===== config.mk =====
export PLATFORM = sky130hd
export DESIGN_NAME = frame_rx_parser
export DESIGN_NICKNAME = d
export VERILOG_FILES = /design/src/rtl/frame_pkg.sv /design/src/rtl/crc16_par.sv /design/src/rtl/frame_rx_parser.sv
export SDC_FILE = /design/constraint.sdc
export NUM_CORES = 1
export LEC_CHECK = 0
export BUFFER_PORTS_ARGS = -buffer_cell sky130_fd_sc_hd__buf_2
export CAP_MARGIN = 20
export CORE_UTILIZATION = 58
export CTS_CLUSTER_SIZE = 28
export DETAILED_ROUTE_END_ITERATION = 8
export PLACE_DENSITY_LB_ADDON = 0.08
export SLEW_MARGIN = 25
export SYNTH_ARGS = -nofsm -noshare
export SYNTH_HDL_FRONTEND = slang
export SYNTH_HIERARCHICAL = 1
export SYNTH_SLANG_ARGS = --single-unit

===== constraint.sdc =====
create_clock -name clk_in -period 6.6 [get_ports clk_in]
set_clock_uncertainty 0.2 [all_clocks]
set_input_delay 0.33 -clock clk_in [delete_from_list [all_inputs] [get_ports clk_in]]
set_output_delay 0.33 -clock clk_in [all_outputs]
set_load 0.1 [all_outputs]

===== src/rtl/frame_pkg.sv =====
// Shared definitions for the framed 16-bit stream: default header/trailer
// words, parser state encoding, and the CRC-16 and Gray helper functions.
package frame_pkg;

   localparam logic [31:0] HEADER_DEF  = 32'hE0E0E0E0;
   localparam logic [31:0] TRAILER_DEF = 32'h0E0E0E0E;

   // Widest word the CRC helper accepts, and widest vector bin2gray handles.
   localparam int CRC_MAX_W  = 64;
   localparam int GRAY_MAX_W = 1024;

   typedef enum logic [1:0] {
      ST_IDLE = 2'd0,
      ST_HDR2 = 2'd1,
      ST_CHAN = 2'd2,
      ST_BODY = 2'd3
   } state_t;

   // CRC-16/XMODEM (poly 0x1021, init 0, no reflection) advanced by the low
   // nbits of word, most significant bit first.
   function automatic logic [15:0] crc16_step(input logic [15:0]          crc,
                                              input logic [CRC_MAX_W-1:0] word,
                                              input int                   nbits);
      logic [15:0] c;
      logic        fb;
      c = crc;
      for (int i = CRC_MAX_W - 1; i >= 0; i--) begin
         if (i < nbits) begin
            fb = c[15] ^ word[i];
            c  = {c[14:0], 1'b0} ^ (fb ? 16'h1021 : 16'h0000);
         end
      end
      return c;
   endfunction

   // Binary to reflected-binary Gray code over a zero-extended vector.
   function automatic logic [GRAY_MAX_W-1:0] bin2gray(input logic [GRAY_MAX_W-1:0] b);
      return b ^ (b >> 1);
   endfunction

endpackage


===== src/rtl/crc16_par.sv =====
// Combinational next-CRC for one DW-bit word; shared with the TX framer.
module crc16_par
   import frame_pkg::*;
#(
   parameter int DW = 16
) (
   input  logic [15:0]   i_crc,
   input  logic [DW-1:0] i_data,
   output logic [15:0]   o_crc
);

   assign o_crc = crc16_step(i_crc, CRC_MAX_W'(i_data), DW);

endmodule


===== src/rtl/frame_rx_parser.sv =====
// Receive parser: finds header, checks the one-hot channel word, collects the
// payload through a two-word delay line so the CRC and trailer are never
// committed, then reports one record or one error pulse per frame.
//
// Handshake: in_vld qualifies data_in. There is no backpressure; a word is
// consumed on every rising edge where in_vld=1, and edges with in_vld=0
// leave every piece of state untouched.
module frame_rx_parser
   import frame_pkg::*;
#(
   parameter  int               DW        = 16,
   parameter  int               NCH       = 8,
   parameter  int               MAX_WORDS = 8,
   parameter  logic [2*DW-1:0]  HEADER    = (2*DW)'(HEADER_DEF),
   parameter  logic [2*DW-1:0]  TRAILER   = (2*DW)'(TRAILER_DEF),
   parameter  bit               GRAY_EN   = 1'b1,
   localparam int               LW        = $clog2(MAX_WORDS + 1),
   localparam int               BW        = DW * MAX_WORDS
) (
   input  logic           clk_in,
   input  logic           rst_n,
   input  logic [DW-1:0]  data_in,
   input  logic           in_vld,
   output logic           frm_vld,
   output logic [NCH-1:0] frm_ch,
   output logic [LW-1:0]  frm_len,
   output logic [BW-1:0]  frm_data,
   output logic           crc_valid,
   output logic           crc_err,
   output logic           ch_err,
   output logic           len_err,
   output state_t         o_dbg_state
);

   localparam logic [DW-1:0] HDR_HI = HEADER[2*DW-1:DW];
   localparam logic [DW-1:0] HDR_LO = HEADER[DW-1:0];
   localparam logic [DW-1:0] TRL_HI = TRAILER[2*DW-1:DW];
   localparam logic [DW-1:0] TRL_LO = TRAILER[DW-1:0];

   state_t         r_state, w_state_nxt;
   logic [DW-1:0]  r_w0, r_w1;
   logic           r_v0, r_v1;
   logic [BW-1:0]  r_buf;
   logic [15:0]    r_crc, w_crc_nxt;
   logic [LW-1:0]  r_cnt;
   logic [NCH-1:0] r_ch;

   logic           w_ch_ok, w_eof, w_commit, w_over;
   logic           w_chan_load, w_shift, w_good, w_bad_crc, w_ch_err, w_len_err;
   logic [BW-1:0]  w_rec_data;

   // CRC advance uses the oldest pending word, which is the one being committed.
   crc16_par #(.DW(DW)) u_crc (
      .i_crc  (r_crc),
      .i_data (r_w1),
      .o_crc  (w_crc_nxt)
   );

   assign w_ch_ok    = ((data_in >> NCH) == '0) && $onehot(data_in[NCH-1:0]);
   assign w_eof      = (data_in == TRL_LO) && (r_w0 == TRL_HI) && r_v0 && r_v1;
   assign w_commit   = r_v1 && !w_eof;
   assign w_over     = w_commit && (r_cnt == LW'(MAX_WORDS));
   assign w_rec_data = GRAY_EN ? BW'(bin2gray(GRAY_MAX_W'(r_buf))) : r_buf;
   assign o_dbg_state = r_state;

   // State register.
   always_ff @(posedge clk_in or negedge rst_n) begin
      if (!rst_n) r_state <= ST_IDLE;
      else        r_state <= w_state_nxt;
   end

   // Next state and per-word control/event decode.
   always_comb begin
      w_state_nxt = r_state;
      w_chan_load = 1'b0;
      w_shift     = 1'b0;
      w_good      = 1'b0;
      w_bad_crc   = 1'b0;
      w_ch_err    = 1'b0;
      w_len_err   = 1'b0;
      if (in_vld) begin
         case (r_state)
            ST_IDLE: if (data_in == HDR_HI) w_state_nxt = ST_HDR2;
            ST_HDR2: begin
               if (data_in == HDR_LO)      w_state_nxt = ST_CHAN;
               else if (data_in == HDR_HI) w_state_nxt = ST_HDR2;
               else                        w_state_nxt = ST_IDLE;
            end
            ST_CHAN: begin
               if (w_ch_ok) begin
                  w_chan_load = 1'b1;
                  w_state_nxt = ST_BODY;
               end else begin
                  w_ch_err    = 1'b1;
                  w_state_nxt = ST_IDLE;
               end
            end
            ST_BODY: begin
               if (w_eof) begin
                  w_state_nxt = ST_IDLE;
                  if (r_cnt == '0)        w_len_err = 1'b1;
                  else if (r_crc == r_w1) w_good    = 1'b1;
                  else                    w_bad_crc = 1'b1;
               end else if (w_over) begin
                  w_len_err   = 1'b1;
                  w_state_nxt = ST_IDLE;
               end else begin
                  w_shift = 1'b1;
               end
            end
            default: w_state_nxt = ST_IDLE;
         endcase
      end
   end

   // Payload delay line, buffer, running CRC and word count.
   always_ff @(posedge clk_in or negedge rst_n) begin
      if (!rst_n) begin
         r_w0  <= '0;
         r_w1  <= '0;
         r_v0  <= 1'b0;
         r_v1  <= 1'b0;
         r_buf <= '0;
         r_crc <= '0;
         r_cnt <= '0;
         r_ch  <= '0;
      end else if (w_chan_load) begin
         r_ch  <= data_in[NCH-1:0];
         r_buf <= '0;
         r_crc <= '0;
         r_cnt <= '0;
         r_v0  <= 1'b0;
         r_v1  <= 1'b0;
      end else if (w_shift) begin
         if (r_v1) begin
            r_buf <= (r_buf << DW) | BW'(r_w1);
            r_crc <= w_crc_nxt;
            r_cnt <= r_cnt + LW'(1);
         end
         r_w1 <= r_w0;
         r_v1 <= r_v0;
         r_w0 <= data_in;
         r_v0 <= 1'b1;
      end
   end

   // Registered outputs: pulses last one cycle, the record only moves on a good frame.
   always_ff @(posedge clk_in or negedge rst_n) begin
      if (!rst_n) begin
         frm_vld   <= 1'b0;
         crc_valid <= 1'b0;
         crc_err   <= 1'b0;
         ch_err    <= 1'b0;
         len_err   <= 1'b0;
         frm_ch    <= '0;
         frm_len   <= '0;
         frm_data  <= '0;
      end else begin
         frm_vld   <= w_good;
         crc_valid <= w_good;
         crc_err   <= w_bad_crc;
         ch_err    <= w_ch_err;
         len_err   <= w_len_err;
         if (w_good) begin
            frm_ch   <= r_ch;
            frm_len  <= r_cnt;
            frm_data <= w_rec_data;
         end
      end
   end

endmodule


==> flow_metrics.env, run 1 <==
export IMPL_p_int_mw=5.15
export IMPL_crit_fanout=38
export IMPL_grt_util_all_layers=0.237
export IMPL_tritoncts="yes"
export IMPL_synthDistinctLibCells=53
export IMPL_r2r_slack_ns=2.72
export IMPL_post_route_min_period_ns=4.29
export IMPL_drv_cap=0
export IMPL_dpl_hpwl_um=19800
export IMPL_drtAntennaViolNets=0
export IMPL_grt_pass1_vias=8712
export IMPL_clock_latency_ns=0.51
export IMPL_power_density_nw_per_um2=448
export IMPL_wl_met1_um=13900
export IMPL_worst_slew_pin_slew_ns=0.926
export IMPL_slew_headroom=0.382
export IMPL_path_delay_family="adder cells"
export IMPL_synth_area_per_cell_sq_um=14.5
export IMPL_die_y_um=162
export IMPL_synth_edf_count=0
export IMPL_power_frac_comb=0.319
export IMPL_arrival_ns=4.47
export IMPL_drc=0
export IMPL_met2_length_um=14900
export IMPL_route_vias_total=8722
export IMPL_rows=58
export IMPL_antenna_cells=0
export IMPL_die_w_um=162
export IMPL_synthFlopType="dfrtp_1"
export IMPL_dpl_cell_area_sq_um=15900
export IMPL_wl_per_cell_um=19.5
export IMPL_layout_commonest_cell="dfrtp_1"
export IMPL_drive_above_1_share=0.346
export IMPL_areaGrowthSynthToFinish_pct=16.2
export IMPL_die_area_sq_um=26300
export IMPL_crit_cells=16
export IMPL_setup_violations=0
export IMPL_cp_end_kind="flip-flop"
export IMPL_worstSetupEndpoint="r_cnt[0]$_DFFE_PN0P_"
export IMPL_grt_ovfl_total=0
export IMPL_whs_ns=0.224
export IMPL_regToRegEndpoint="frm_data[77]$_DFFE_PN0P_"
export IMPL_max_freq_ghz=0.233
export IMPL_fin_area_sq_um=17300
export IMPL_drt_initial_drc_count=495
export IMPL_clockBufferDepth=3
export IMPL_io_pins=166
export IMPL_portBuffers=165
export IMPL_fin_tns_setup_ns=0
export IMPL_initial_utilization=0.591
export IMPL_crit_path_start_kind="primary input"
export IMPL_cts_resized=0
export IMPL_switching_power_mw=2.60
export IMPL_path_buf_inv=6
export IMPL_rsz0062_at_grt="false"
export IMPL_final_nets=1233
export IMPL_fillers=1853
export IMPL_seqPwrFrac=0.426
export IMPL_final_max_slew_viol_count=0
export IMPL_netlist_top_cells_area="dfrtp_1 (57%), mux2_4 (9.0%), a22o_1 (8.2%), xor2_1 (8.0%), mux2_2 (6.4%)"
export IMPL_gp_routability_congestion=0.819
export IMPL_p_sw_frac=0.335
export IMPL_synth_warnings=6
export IMPL_slowest_stage="fa_1"
export IMPL_root_buffer="clkbuf_16"
export IMPL_async_reset_ff_frac=1.00
export IMPL_cts_buffers=36
export IMPL_synth_fp_nets=1057
export IMPL_synthesis_area_sq_um=14900
export IMPL_yosysSeqAreaShare=0.565
export IMPL_regToRegStartpoint="r_w0[12]$_DFFE_PN0P_"
export IMPL_critPathMostFrequentCell="fa_1"
export IMPL_worstSetupStartpoint="data_in[0]"
export IMPL_layout_common_cells="dfrtp_1 (336), buf_2 (164), a22o_1 (139), xor2_1 (136), mux2_4 (89)"
export IMPL_grt_pass1_wl_um=49100
export IMPL_criticalPathCategory="in2reg"
export IMPL_wl_um=30300
export IMPL_slowest_delay_ns=0.57
export IMPL_grt_antenna_before_repair=0
export IMPL_wl_met3_um=1050
export IMPL_clock_sinks=336
export IMPL_synth_area_leader_cell="dfrtp_1"
export IMPL_vias_per_cell=5.60
export IMPL_status="complete, no violations"
export IMPL_highest_layer="met4"
export IMPL_yosysTopAreaCellShare=0.565
export IMPL_cp_cell_sequence="dlygate4sd3_1 > buf_2 > inv_1 > fa_1 > fa_1 > fa_1 > inv_1 > ha_1 > inv_1 > fa_1 > nand3b_1 > nor4_1 > nand2_1 > a21boi_4 > buf_4 > mux2_2"
export IMPL_clkPwrFrac=0.256
export IMPL_path_clk_slew_ns=0.06
export IMPL_htreeDepth=2
export IMPL_ir_drop_mv=0.529
export IMPL_crit_required_ns=6.78
export IMPL_netlist_instances=1027
export IMPL_r2r_cells=6
export IMPL_drtPass1Iterations=5
export IMPL_fin_crit_sh=0.650
export IMPL_hold_class="in2async"
export IMPL_core_sq_um=25200
export IMPL_hold_viol_final=0
export IMPL_grt_max_degree=156
export IMPL_ys_ff_latch=336
export IMPL_p_leak_nw=9.45
-- metrics by stage --
| step | instances | util | power [mW] | setup WS (ns) |
|---|---|---|---|---|
| floorplan | 1027 | - | 5.18 | 2.53 |
| global placement | 1477 | 0.633 | 5.75 | 2.36 |
| detailed placement | 1477 | 0.633 | 5.80 | 2.32 |
| CTS | 1557 | 0.687 | 7.81 | 2.31 |
| global route | 1557 | 0.687 | 8.20 | 2.05 |
| finish | 1557 | 0.687 | 7.75 | 2.31 |
-- power by group through the flow --
| stage | clock [mW] | sequential (mW) | combinational (mW) |
|---|---|---|---|
| 6_report | 1.98 | 3.30 | 2.47 |
| 5_1_grt | 2.11 | 3.37 | 2.72 |
| 4_1_cts | 2.02 | 3.31 | 2.49 |
| 3_5_place_dp | 0 | 3.34 | 2.46 |
| 3_3_place_gp | 0 | 3.32 | 2.43 |
| 2_1_floorplan | 0 | 3.07 | 2.11 |
-- synthesized netlist by cell type (2+ instances only) --
cell and count:
buf_4 2, nand4b_1 5, ha_1 7, nor3_1 4, xor2_2 2, nand4_1 5
buf_6 10, dfrtp_1 336, nand3b_1 2, or3_1 2, xor2_1 136, buf_2 20
clkbuf_1 23, nor2_1 7, o21ai_0 14, mux2_4 89, fa_1 4, nand2_1 22
a22o_1 139, mux2_2 85, mux2i_1 3, nor4_1 4, xnor3_1 2, nand3_1 11
inv_1 18, xnor2_1 48
-- sequential cells by signal, indices dropped and copies added (netlist names) --
register / flops
r_cnt: 4
r_v0: 1
frm_data: 128
r_w1: 16
frm_len: 4
ch_err: 1
crc_valid: 1
r_buf: 128
frm_ch: 8
r_crc: 16
o_dbg_state: 2
r_w0: 16
len_err: 1
crc_err: 1
r_ch: 8
r_v1: 1
-- worst register-to-register path: cells and delay by family (launching register included) --
family                 cells  cell delay, ns
flip-flops                 1            0.39
AND/OR/NAND/NOR            4            2.04
multiplexers               1            0.41
buffers and inverters      1            0.71
-- kinds of logic (layout without fill, tap and decap cells) --
logic type | count (synthesis) | after routing | share of synthesized area
AOI/OAI and AO/OA | 162 | 162 | 0.0912
muxes | 177 | 177 | 0.156
buffers and inverters | 73 | 273 | 0.0256
DFF | 336 | 336 | 0.565
and+or+nand+nor | 75 | 75 | 0.0293
adders and majority gates | 11 | 11 | 0.0113
xor gates and xnor gates | 193 | 193 | 0.121
-- area by class of cell --
class                           instances  area (sq um)  share of cell area
Timing Repair Buffer                  193          1120              0.0647
Multi-Input combinational cell        618          6110               0.354
Clock buffer                           46          1030              0.0595
Sequential cell                       336          8410               0.486
Inverter                               18          67.6             0.00391
Tap cell                              330           413              0.0239
Clock inverter                         16           143             0.00825
-- worst min path at each step --
stage,cells past startpoint,slack (ns),endpoint,start
after CTS,2,0.29,r_buf[121]$_DFFE_PN0P_,rst_n
after detailed placement,1,0.22,frm_data[103]$_DFFE_PN0P_,rst_n
after global placement,1,0.22,frm_data[104]$_DFFE_PN0P_,rst_n
after global routing,2,0.30,frm_data[103]$_DFFE_PN0P_,rst_n
final,2,0.22,frm_data[103]$_DFFE_PN0P_,rst_n
after floorplan,0,-0.17,ch_err$_DFF_PN0_,rst_n
-- layer usage --
layer,up-vias,track usage
li1,4014,-
met1,4489,0.341
met2,178,0.385
met3,41,0.0273
met4,0,0.0652
met5,-,0
-- timing repair --
item,in CTS,in global routing
hold buffers,18,0
buffers inserted,0,0
endpoints found under the hold margin,124,0
No activity file was read; power rests on OpenSTA's default activity.
==> inputs of run 2 (changes only) <==
--- a/config.mk
+++ b/config.mk
@@ -7,7 +7,7 @@
 export LEC_CHECK = 0
 export BUFFER_PORTS_ARGS = -buffer_cell sky130_fd_sc_hd__buf_2
 export CAP_MARGIN = 20
-export CORE_UTILIZATION = 58
+export CORE_UTILIZATION = 53
 export CTS_CLUSTER_SIZE = 28
 export DETAILED_ROUTE_END_ITERATION = 8
 export PLACE_DENSITY_LB_ADDON = 0.08
==> constraint.sdc (replaced) <==
create_clock -name clk_in -period 3.8 [get_ports clk_in]
set_clock_uncertainty 0.2 [all_clocks]
set_input_delay 0.19 -clock clk_in [delete_from_list [all_inputs] [get_ports clk_in]]
set_output_delay 0.19 -clock clk_in [all_outputs]
set_load 0.1 [all_outputs]
==> run 2 against run 1 <==
  * Critical path depth unchanged
  * Register-to-register slack got worse by 1.9 ns
  * Combinational power increased by 76%
  * Utilization decreased by 3.9 points
  * Largest power group unchanged
==> flow_metrics.env, run 2 (same netlist as run 1, synthesis figures left out) <==
export IMPL_layout_common_cells="dfrtp_1 (336), buf_2 (163), a22o_1 (139), xor2_1 (136), mux2_4 (90)"
export IMPL_fin_tns_setup_ns=0
export IMPL_htreeDepth=2
export IMPL_wl_per_cell_um=19.6
export IMPL_status="complete, no violations"
export IMPL_slowest_delay_ns=0.56
export IMPL_tritoncts="yes"
export IMPL_setup_violations=0
export IMPL_criticalPathCategory="in2reg"
export IMPL_crit_path_start_kind="primary input"
export IMPL_hold_viol_final=0
export IMPL_whs_ns=0.176
export IMPL_drv_cap=0
export IMPL_slew_headroom=0.407
export IMPL_dpl_worst_slack_ns=-0.296
export IMPL_power_density_nw_per_um2=764
export IMPL_drive_above_1_share=0.354
export IMPL_vias_per_cell=5.45
export IMPL_seqCellArea_sq_um=8410
export IMPL_grt_max_degree=147
export IMPL_fin_crit_sh=0.959
export IMPL_io_pins=166
export IMPL_multi_input_area_sq_um=6130
export IMPL_power_frac_comb=0.323
export IMPL_grt_ovfl_total=0
export IMPL_core_sq_um=27300
export IMPL_clkPwrFrac=0.253
export IMPL_drtPass1Iterations=4
export IMPL_portBuffers=165
export IMPL_initial_utilization=0.546
export IMPL_layout_commonest_cell="dfrtp_1"
export IMPL_fin_cells=1616
export IMPL_cp_cell_sequence="dlygate4sd3_1 > buf_4 > inv_1 > fa_1 > fa_1 > inv_1 > ha_2 > inv_2 > fa_1 > nand3b_1 > nor4_2 > nand2_1 > a21boi_4 > buf_12 > clkbuf_16 > a22o_1"
export IMPL_p_leak_nw=9.61
export IMPL_fin_ws_ns=0.156
export IMPL_drt_initial_drc_count=498
export IMPL_p_int_mw=8.98
export IMPL_fillers=2085
export IMPL_crit_fanout=25
export IMPL_cp_end_kind="flip-flop"
export IMPL_top_regs="frm_data x128, r_buf x128"
export IMPL_clockBufferDepth=3
export IMPL_slowest_stage="fa_1"
export IMPL_arrival_ns=3.84
export IMPL_post_route_min_period_ns=3.64
export IMPL_worst_slew_pin_slew_ns=0.890
export IMPL_grt_pass1_wl_um=50600
export IMPL_gp_routability_congestion=0.839
export IMPL_final_nets=1255
export IMPL_max_freq_ghz=0.274
export IMPL_path_clk_slew_ns=0.06
export IMPL_wl_um=31600
export IMPL_grt_antenna_before_repair=0
export IMPL_critPathMostFrequentCell="fa_1"
export IMPL_crit_required_ns=3.99
export IMPL_grt_util_all_layers=0.224
export IMPL_clock_latency_ns=0.51
export IMPL_grt_pass1_vias=8864
export IMPL_clock_sinks=336
export IMPL_ir_drop_mv=0.679
export IMPL_hold_class="in2async"
export IMPL_antenna_cells=0
export IMPL_fin_util=0.648
export IMPL_route_vias_total=8803
export IMPL_die_area_sq_um=28700
export IMPL_drc=0
export IMPL_seqPwrFrac=0.424
export IMPL_rsz0062_at_grt="false"
export IMPL_die_y_um=170
export IMPL_dpl_hpwl_um=20600
export IMPL_areaGrowthSynthToFinish_pct=18.7
export IMPL_die_w_um=170
export IMPL_p_sw_frac=0.334
export IMPL_cts_buffers=37
export IMPL_switching_power_mw=4.51
export IMPL_root_buffer="clkbuf_16"
export IMPL_final_max_slew_viol_count=0
export IMPL_drtAntennaViolNets=0
export IMPL_dpl_cell_count=1532
export IMPL_rows=60
==> run 2: cell count changes in the layout (fill, tap and decap cells not counted), sizes merged <==
cell / before / now
buf: 175 / 189
clkbuf: 46 / 56
clkinv: 12 / 3
clkinvlp: 2 / 0
dlygate4sd3: 18 / 21
inv: 18 / 19
==> run 2: final timing paths <==
| path | start | to | slack (ns) | cells past startpoint |
|---|---|---|---|---|
| setup / recovery | data_in[6] | r_buf[12]$_DFFE_PN0P_ | 0.16 | 16 |
| hold / removal | rst_n | frm_data[119]$_DFFE_PN0P_ | 0.18 | 2 |
| setup reg to reg | r_w0[12]$_DFFE_PN0P_ | frm_data[88]$_DFFE_PN0P_ | 0.83 | 6 |
| hold reg to reg | r_ch[4]$_DFFE_PN0P_ | r_ch[4]$_DFFE_PN0P_ | 0.28 | 2 |
| max in group asynchronous | rst_n | frm_data[110]$_DFFE_PN0P_ | 2.22 | 3 |
| min in group clk_in | r_ch[4]$_DFFE_PN0P_ | r_ch[4]$_DFFE_PN0P_ | 0.28 | 2 |
==> run 2: area by class of cell <==
| type | instances | area share |
|---|---|---|
| Multi-Input combinational cell | 618 | 0.347 |
| Sequential cell | 336 | 0.476 |
| Clock buffer | 52 | 0.0602 |
| Inverter | 18 | 0.00425 |
| Tap cell | 372 | 0.0264 |
| Timing Repair Buffer | 214 | 0.0813 |
| Clock inverter | 6 | 0.00475 |
==> run 2: critical path: cells and delay by family <==
family | cells | cell delay, ns
AOI/OAI and AO/OA | 2 | 0.36
adders and majority gates | 4 | 1.63
and+or+nand+nor | 3 | 0.45
buffers and inverters | 7 | 1.23
==> run 2: per-layer routing <==
layer | vias to the layer above | track usage | routed length, um
met5 | - | 0 | 0
met4 | 0 | 0.0635 | 687
met3 | 51 | 0.0299 | 1010
met2 | 173 | 0.358 | 15400
met1 | 4521 | 0.322 | 14600
li1 | 4058 | - | -
==> run 2: power groups by stage <==
stage	clock network (mW)	logic, mW	registers, mW
finish	3.42	4.35	5.72
global route	3.65	4.76	5.87
CTS	3.50	4.38	5.74
detailed placement	0	4.33	5.79
global placement	0	4.29	5.78
floorplan	0	3.67	5.33
==> run 2: stage by stage <==
stage                     instance area (sq um)  total power, mW
after detailed placement                  16200             10.1
after CTS                                 17500             13.6
after global placement                    16200             10.1
final                                     17700             13.5
after global routing                      17700             14.3
after floorplan                           15000             9.00
==> run 2: repair_timing <==
item / 4_1_cts / 5_1_grt
hold buffers: 21 / 0
setup endpoints to repair: 0 / 30
resized for setup: 0 / 3
hold endpoints to repair: 135 / 0
setup buffers: 0 / 1
==> inputs of run 3 (changes only) <==
--- a/config.mk
+++ b/config.mk
@@ -11,6 +11,7 @@
 export CTS_CLUSTER_SIZE = 28
 export DETAILED_ROUTE_END_ITERATION = 8
 export PLACE_DENSITY_LB_ADDON = 0.08
+export SETUP_SLACK_MARGIN = 0.3
 export SLEW_MARGIN = 25
 export SYNTH_ARGS = -nofsm -noshare
 export SYNTH_HDL_FRONTEND = slang
==> run 3 against run 2 <==
  * Non-clock buffer count grew 13
  * Combinational power is 2% higher
  * Sequential cell count unchanged
  * Setup slack improved by 0.11 ns
  * Maximum frequency is 3.2% higher
  * Utilization is 0.76 points higher
  * Sequential share of layout area shrank 0.55 points
  * First-iteration DRC count increased by 23%
  * Register-to-register slack got worse by 0.21 ns
  * Critical endpoint is now r_buf[32]$_DFFE_PN0P_
==> flow_metrics.env, run 3 (same netlist as run 1, synthesis figures left out) <==
export IMPL_regToRegStartpoint="r_w0[12]$_DFFE_PN0P_"
export IMPL_vias_per_cell=5.44
export IMPL_setup_violations=0
export IMPL_grt_ovfl_total=0
export IMPL_slowest_delay_ns=0.55
export IMPL_dpl_worst_slack_ns=-0.289
export IMPL_io_pins=166
export IMPL_cp_end_kind="flip-flop"
export IMPL_status="complete, no violations"
export IMPL_worst_slew_pin_slew_ns=0.846
export IMPL_drt_initial_drc_count=611
export IMPL_fin_area_sq_um=17900
export IMPL_slowest_stage="fa_1"
export IMPL_regToRegEndpoint="r_w0[6]$_DFFE_PN0P_"
export IMPL_portBuffers=165
export IMPL_highest_layer="met4"
export IMPL_route_vias_total=8877
export IMPL_clock_latency_ns=0.51
export IMPL_layout_commonest_cell="dfrtp_1"
export IMPL_seqPwrFrac=0.426
export IMPL_path_buf_inv=7
export IMPL_htreeDepth=2
export IMPL_drv_cap=0
export IMPL_wl_per_cell_um=19.7
export IMPL_totalPowerFinal_mw=13.4
export IMPL_core_sq_um=27300
export IMPL_criticalPathCategory="in2reg"
export IMPL_fin_ws_ns=0.269
export IMPL_final_nets=1268
export IMPL_crit_path_start_kind="primary input"
export IMPL_hold_class="in2async"
export IMPL_cp_cell_sequence="buf_8 > inv_4 > fa_1 > fa_1 > fa_1 > inv_1 > ha_2 > inv_2 > fa_1 > nand3b_1 > nor4_2 > nand2_1 > a21boi_4 > buf_12 > buf_12 > clkbuf_16 > a22o_1"
export IMPL_die_y_um=170
export IMPL_rsz0062_at_grt="true"
export IMPL_arrival_ns=3.72
export IMPL_grt_pass1_vias=8946
export IMPL_final_max_slew_viol_count=0
export IMPL_crit_cells=17
export IMPL_dpl_cell_area_sq_um=16200
export IMPL_clockBufferDepth=3
export IMPL_drive_above_1_share=0.358
export IMPL_root_buffer="clkbuf_16"
export IMPL_wl_met1_um=14700
export IMPL_wl_um=32200
export IMPL_tritoncts="yes"
export IMPL_met2_length_um=15900
export IMPL_rows=60
export IMPL_p_leak_nw=9.71
export IMPL_antenna_cells=0
export IMPL_post_route_min_period_ns=3.53
export IMPL_path_delay_family="adder cells"
export IMPL_drc=0
export IMPL_crit_required_ns=3.99
export IMPL_grt_pass1_wl_um=51300
export IMPL_p_sw_frac=0.340
export IMPL_drtAntennaViolNets=0
export IMPL_hold_viol_final=0
export IMPL_critPathMostFrequentCell="fa_1"
export IMPL_areaGrowthSynthToFinish_pct=20.1
export IMPL_fin_tns_setup_ns=0
export IMPL_slew_headroom=0.436
export IMPL_worstSetupEndpoint="r_buf[32]$_DFFE_PN0P_"
export IMPL_max_freq_ghz=0.283
export IMPL_initial_utilization=0.546
export IMPL_dpl_cell_count=1531
export IMPL_wl_met3_um=1150
export IMPL_fin_crit_sh=0.929
export IMPL_switching_power_mw=4.57
export IMPL_grt_util_all_layers=0.229
export IMPL_power_frac_comb=0.329
export IMPL_die_w_um=170
export IMPL_grt_antenna_before_repair=0
export IMPL_cts_buffers=37
export IMPL_crit_fanout=10
export IMPL_multi_input_area_sq_um=6140
export IMPL_gp_routability_congestion=0.820
export IMPL_r2r_cells=7
export IMPL_grt_max_degree=147
export IMPL_path_clk_slew_ns=0.06
export IMPL_die_area_sq_um=28700
export IMPL_ir_drop_mv=0.625
export IMPL_power_density_nw_per_um2=753
export IMPL_r2r_slack_ns=0.62
export IMPL_clock_sinks=336
export IMPL_top_regs="frm_data x128, r_buf x128"
export IMPL_dpl_hpwl_um=20500
export IMPL_layout_common_cells="dfrtp_1 (336), buf_2 (161), a22o_1 (139), xor2_1 (136), mux2_4 (90)"
export IMPL_fin_cells=1633
export IMPL_clkPwrFrac=0.245
export IMPL_worstSetupStartpoint="data_in[0]"
export IMPL_drtPass1Iterations=4
export IMPL_seqCellArea_sq_um=8410
export IMPL_p_int_mw=8.87
export IMPL_fillers=2098
==> run 3: final cells by class <==
class,count,area share
Inverter,18,0.00434
Tap cell,372,0.0261
Sequential cell,336,0.471
Timing Repair Buffer,227,0.0935
Clock inverter,6,0.00189
Clock buffer,56,0.0597
Multi-Input combinational cell,618,0.344
==> run 3: worst reg2reg max path, cell delays in order, from the launching register on <==
cell and delay (ns):
dfrtp_1 0.39, or4b_1 0.55, nor4_2 0.22, and4_1 0.48, nor3_2 0.07, buf_4 0.27
mux2_2 0.32, dlygate4sd3_1 0.55
==> run 3: worst min path at each step <==
stage,cells after the start,from,to,slack (ns)
2_1_floorplan,0,rst_n,ch_err$_DFF_PN0_,-0.31
3_3_place_gp,1,rst_n,frm_data[103]$_DFFE_PN0P_,0.12
3_5_place_dp,1,rst_n,frm_data[118]$_DFFE_PN0P_,0.12
4_1_cts,4,data_in[6],crc_err$_DFF_PN0_,0.12
5_1_grt,4,data_in[6],crc_err$_DFF_PN0_,0.17
6_report,2,rst_n,frm_data[120]$_DFFE_PN0P_,0.12
==> run 3: metrics by stage <==
step / utilization / hold slack [ns]
after floorplan: - / -0.306
after global placement: 0.593 / 0.118
after detailed placement: 0.593 / 0.122
after CTS: 0.648 / 0.122
after global routing: 0.656 / 0.169
final: 0.656 / 0.122
==> run 3: repair_timing <==
action | 4_1_cts | 5_1_grt
endpoints found under the hold margin | 134 | 0
pin swaps | 6 | 3
setup endpoints to repair | 110 | 112
hold buffers | 23 | 0
resized for setup | 6 | 11
cloned | 2 | 5
buffers inserted | 8 | 2
==> run 3: power groups by stage <==
stage	combinational, mW	clock, mW	sequential (mW)
floorplan	3.67	0	5.33
global placement	4.28	0	5.78
detailed placement	4.35	0	5.79
CTS	4.43	3.36	5.74
global route	4.81	3.51	5.87
finish	4.42	3.29	5.73
==> run 3: metal layers <==
metal / track usage / vias to the layer above
met5: 0 / -
met4: 0.0517 / 0
met3: 0.0333 / 41
met2: 0.369 / 180
met1: 0.329 / 4575
li1: - / 4081
